--- src/rtl/grf_wb_driver.sv ---
// Write-back driver for the GRF write port: merges pipeline retire writes with
// buffered multiply/divide results and issues one registered write per cycle.
module grf_wb_driver #(
    parameter int DEPTH      = 4,
    parameter int STARVE_MAX = 8
) (
    input  logic        clk,
    input  logic        reset,
    input  logic        pipe_valid,
    input  logic [4:0]  pipe_addr,
    input  logic [31:0] pipe_data,
    input  logic [31:0] pipe_pc,
    input  logic        md_valid,
    output logic        md_ready,
    input  logic [4:0]  md_addr,
    input  logic [31:0] md_data,
    input  logic [31:0] md_pc,
    output logic        RegWrite,
    output logic [4:0]  RegAddr,
    output logic [31:0] RegData,
    output logic [31:0] PC,
    input  logic [4:0]  chk_a1,
    input  logic [4:0]  chk_a2,
    output logic        pend1,
    output logic        pend2,
    output logic        stall_req
);

    localparam int AW = $clog2(DEPTH);
    localparam int CW = $clog2(DEPTH + 1);
    localparam int SW = $clog2(STARVE_MAX + 1);

    // Handshake: an md entry transfers on a rising edge where md_valid && md_ready;
    // pipe_valid has no ready and must be held low by upstream while stall_req is high.

    logic [4:0]    q_addr [DEPTH];
    logic [31:0]   q_data [DEPTH];
    logic [31:0]   q_pc   [DEPTH];
    logic [AW-1:0] rd_ptr, wr_ptr;
    logic [CW-1:0] count;
    logic [SW-1:0] starve_cnt;

    logic          full, empty, push, pop;
    logic          sel_we;
    logic [4:0]    sel_addr;
    logic [31:0]   sel_data, sel_pc;
    logic          hit1, hit2;

    assign full      = (count == CW'(DEPTH));
    assign empty     = (count == '0);
    assign md_ready  = !full && !reset;
    assign push      = md_valid && md_ready && (md_addr != 5'd0);
    assign stall_req = (starve_cnt == SW'(STARVE_MAX));

    // A starving FIFO wins over the pipe; otherwise the pipe wins and the FIFO
    // fills any slot the pipe leaves free (including writes to $0).
    always_comb begin
        pop      = 1'b0;
        sel_we   = 1'b0;
        sel_addr = pipe_addr;
        sel_data = pipe_data;
        sel_pc   = pipe_pc;
        if (stall_req && !empty) begin
            pop = 1'b1;
        end else if (pipe_valid && (pipe_addr != 5'd0) && !stall_req) begin
            sel_we = 1'b1;
        end else if (!empty) begin
            pop = 1'b1;
        end
        if (pop) begin
            sel_we   = 1'b1;
            sel_addr = q_addr[rd_ptr];
            sel_data = q_data[rd_ptr];
            sel_pc   = q_pc[rd_ptr];
        end
    end

    always_comb begin
        hit1 = 1'b0;
        hit2 = 1'b0;
        for (int i = 0; i < DEPTH; i++) begin
            if (CW'(i) < count) begin
                if (q_addr[rd_ptr + AW'(i)] == chk_a1) hit1 = 1'b1;
                if (q_addr[rd_ptr + AW'(i)] == chk_a2) hit2 = 1'b1;
            end
        end
    end

    assign pend1 = (chk_a1 != 5'd0) && (hit1 || (RegWrite && (RegAddr == chk_a1)));
    assign pend2 = (chk_a2 != 5'd0) && (hit2 || (RegWrite && (RegAddr == chk_a2)));

    // Storage needs no reset: entries are only meaningful below count.
    always_ff @(posedge clk) begin
        if (push) begin
            q_addr[wr_ptr] <= md_addr;
            q_data[wr_ptr] <= md_data;
            q_pc[wr_ptr]   <= md_pc;
        end
    end

    always_ff @(posedge clk) begin
        if (reset) begin
            rd_ptr     <= '0;
            wr_ptr     <= '0;
            count      <= '0;
            starve_cnt <= '0;
            RegWrite   <= 1'b0;
            RegAddr    <= 5'd0;
            RegData    <= 32'd0;
            PC         <= 32'd0;
        end else begin
            if (push) wr_ptr <= wr_ptr + AW'(1);
            if (pop)  rd_ptr <= rd_ptr + AW'(1);
            if (push && !pop)      count <= count + CW'(1);
            else if (pop && !push) count <= count - CW'(1);

            if (pop || empty)  starve_cnt <= '0;
            else if (!stall_req) starve_cnt <= starve_cnt + SW'(1);

            RegWrite <= sel_we;
            if (sel_we) begin
                RegAddr <= sel_addr;
                RegData <= sel_data;
                PC      <= sel_pc;
            end
        end
    end

endmodule

--- config.mk ---
export PLATFORM = sky130hd
export DESIGN_NAME = grf_wb_driver
export DESIGN_NICKNAME = d
export VERILOG_FILES = /design/src/rtl/grf_wb_driver.sv
export SDC_FILE = /design/constraint.sdc
export NUM_CORES = 1
export LEC_CHECK = 0
export ABC_AREA = 1
export BUFFER_PORTS_ARGS = -buffer_cell sky130_fd_sc_hd__clkbuf_2
export CAP_MARGIN = 15
export CORE_MARGIN = 5
export CORE_UTILIZATION = 50
export CTS_BUF_LIST = sky130_fd_sc_hd__clkbuf_16
export CTS_CLUSTER_SIZE = 8
export DETAILED_ROUTE_END_ITERATION = 16
export PLACE_DENSITY_LB_ADDON = 0.12
export SYNTH_ARGS = -nofsm -noshare
export SYNTH_HDL_FRONTEND = slang
export SYNTH_SLANG_ARGS = --single-unit
--- constraint.sdc ---
create_clock -name clk -period 7.2 [get_ports clk]
set_input_delay 0 -clock clk [delete_from_list [all_inputs] [get_ports clk]]
set_output_delay 0 -clock clk [all_outputs]
set_load 0.01 [all_outputs]
==> metrics.cfg <==
[run_status]
status = finished clean

[global_route]
grt_pass1_wl_mm = 63.93
antenna_found_initial = 3
grtUsageTotal_pct = 23.45
grt_pass1_vias = 12260
grt.overflow.total = 0
grt_max_degree = 86

[route]
vias = 12520
wl_mm = 41.22
drt-initial-drc-count = 833
ant_nets = 0
drc = 0
viasPerCell = 5.338
firstDrtPassIters = 5
routedWlPerCell_um = 17.57

[sta]
skew_ns = 0.02601
relSlewSlack_pct = 24.64
rsz0062_at_grt = no
final.setup.tns_ns = 0
hold_viol = 0
setup_viol = 0
drv_slew = 0
period_minus_slack_ns = 3.548
timing.final.crit_share_pct = 49.28
fmax_ghz = 0.2819
worst_pin_slew_ns = 1.128

[synth]
syn_nets = 1727
synth_top_area_cell = edfxtp_1
synth_top_area_share_pct = 53.63
syn_area_um2 = 15450
ys_ff_latch = 359
ys_top_cells_by_area = edfxtp_1 54%, dfxtp_1 11%, nand2_1 8.6%
synth.distinct_cells = 32
ys_seq_area_share_pct = 64.38
synth_area_per_cell_um2 = 9.882
netlist_instances = 1564
yosys_warnings = 0

[clock_network]
numCtsBuffers = 51
path_clk_slew_ns = 0.05
cts_tree = yes
cts_max_level = 2
cts_root_buf = clkbuf_16
clk_path_buf_depth = 3
cts_num_sinks = 359
clock_latency_ns = 0.55

[floorplan]
dieArea_um2 = 34530
core_um2 = 30590
dieWidth_um = 185.8
die_y_um = 185.8
rows = 64
ios = 226
initial_core_util_pct = 50.52

[power_and_ir_drop]
p_sw_mw = 2.240
power.density_nw_per_um2 = 335.0
pwr-share-comb_pct = 28.5
pwr-share-seq_pct = 39.2
clkPwrFrac_pct = 32.3
switching_share_pct = 34.01
vdd_drop_max_mv = 0.2284
p_leak_nw = 8.350
p_int_mw = 4.345
total_power_mw = 6.585

[critical_path]
path_cells = inv_4 > buf_4 > nand2_1 > nand3_1 > nand2_1 > nand2_1 > nand2_1 > nor2_1 > nand3_1 > nand3_1 > nor2_1 > nor2_1 > clkbuf_2
worstSetupEndpointType = output port
critPathRequiredTime_ns = 7.20
worstPathBufferInverterCount = 3
cp_top_family = buffers and inverters
crit_top_cell = nand2_1
crit_path_top_delay_cell = inv_4
rr_worst_depth = 8
path_depth = 13
critPathMaxStageDelay_ns = 0.68
crit_path_start_kind = flop
cp_data_arrival_time_ns = 3.55
crit_path_max_fanout = 85
path_class = flop to output port

[worst_hold_path]
hold_depth = 6
hp-class = input port to flop

[placement]
gp_congestion = 0.9053
io_buffers = 225
hpwl_mm = 24.10

[layout]
most-common-layout-cells = 353 x nand2_1, 276 x edfxtp_1, 225 x clkbuf_2
area_growth_pct = 27.19
drive_above_1_share_pct = 16.17
fin_util_pct = 64.26
nets = 2069
layout_commonest_cell = nand2_1

[flow_run]
maxCapViolCount = 0

-- path summary, 6_finish.rpt --
| check | to | from | slack [ns] |
|---|---|---|---|
| setup / recovery | pend2 | flop | 3.65 |
| hold / removal | PC[5] | pipe_valid | 0.18 |
| setup reg to reg | q_pc[2][21] | count[0] | 3.76 |
| hold reg to reg | PC[28] | PC[28] | 0.49 |
-- power groups by stage --
| stage | combinational (mW) | sequential [mW] | clock (mW) |
|---|---|---|---|
| floorplan | 1.30 | 2.60 | 0 |
| global placement | 1.79 | 2.61 | 0 |
| detailed placement | 1.82 | 2.62 | 0 |
| CTS | 1.89 | 2.58 | 2.16 |
| global route | 2.12 | 2.60 | 2.27 |
| finish | 1.88 | 2.58 | 2.13 |
-- metal layers --
metal  wire length, um  global-route usage (%)  vias to the layer above  part of all wire [%]
met5                 7                       0                        -                 0.017
met4              1066                   7.287                        2                   2.6
met3              2742                   4.241                       80                   6.7
met2             20340                   40.80                      401                    49
met1             17060                   29.99                     5940                    41
li1                  -                       -                     6099                     -
-- repair_timing --
item / CTS / global route
gates resized for setup: 0 / 0
setup endpoints to repair: 0 / 0
hold buffers: 140 / 0
hold endpoints to repair: 347 / 0
buffers inserted: 0 / 0
-- synthesized netlist by cell type --
library cell,instances
nand2_2,4
clkbuf_1,37
xor2_1,1
inv_2,5
o2111ai_1,1
o21ai_1,7
o21ai_0,161
inv_1,87
nor2_1,193
buf_2,29
and2_1,1
nand4_1,1
a21boi_0,1
nand4_2,1
nand3_1,171
nor3_1,4
ha_1,11
inv_4,1
xnor2_1,4
nand2_4,2
buf_4,11
a21oi_1,25
buf_1,5
buf_6,6
nor2_2,2
o221ai_1,8
dfxtp_1,83
nor3b_1,1
edfxtp_1,276
clkinv_2,1
o22ai_1,71
nand2_1,353
-- flip-flops by register name, summed over array words and instances, names as in the netlist, named ones only --
signal      cells
PC             32
RegAddr         5
RegData        32
RegWrite        1
count           3
q_addr         20
q_data        128
q_pc          128
rd_ptr          2
starve_cnt      4
wr_ptr          2
-- kinds of logic (layout without fill, tap and decap cells) --
family / count (synthesis) / count (layout) / share of synthesized area [%]
simple gates: 733 / 733 / 19.53
flops: 359 / 359 / 64.38
compound gates: 274 / 274 / 9.683
buf+inv: 182 / 566 / 5.238
fa+ha+maj: 11 / 11 / 0.8905
xor+xnor: 5 / 5 / 0.2833
other cells: 0 / 2 / 0
-- metrics by stage --
step | cells | worst slack, ns | hold WS [ns] | cell area (um^2)
2_1_floorplan | 1564 | 2.505 | 0.05150 | 15450
3_3_place_gp | 2109 | 3.831 | 0.2181 | 16760
3_5_place_dp | 2109 | 3.744 | 0.2202 | 16760
4_1_cts | 2344 | 3.564 | 0.1668 | 19650
5_1_grt | 2346 | 3.302 | 0.2011 | 19660
6_report | 2346 | 3.652 | 0.1823 | 19660
-- cell type report --
class | instances | area, um^2
multi-input cells | 1023 | 4731
flip-flops and latches | 359 | 9955
well taps | 396 | 495.5
fillers | 2467 | 10930
diodes | 2 | 5.005
clock buffers | 52 | 1301
inverters | 94 | 359.1
repair buffers | 377 | 2618
clock inverters | 43 | 193.9
-- tightest hold or removal path, cell delays in order --
cell and delay (ns):
clkbuf_2 0.08, inv_1 0.08, nor2_4 0.05, nand2_4 0.25, o21ai_0 0.12, o21ai_1 0.11
Power figures use the tool's default switching activity.
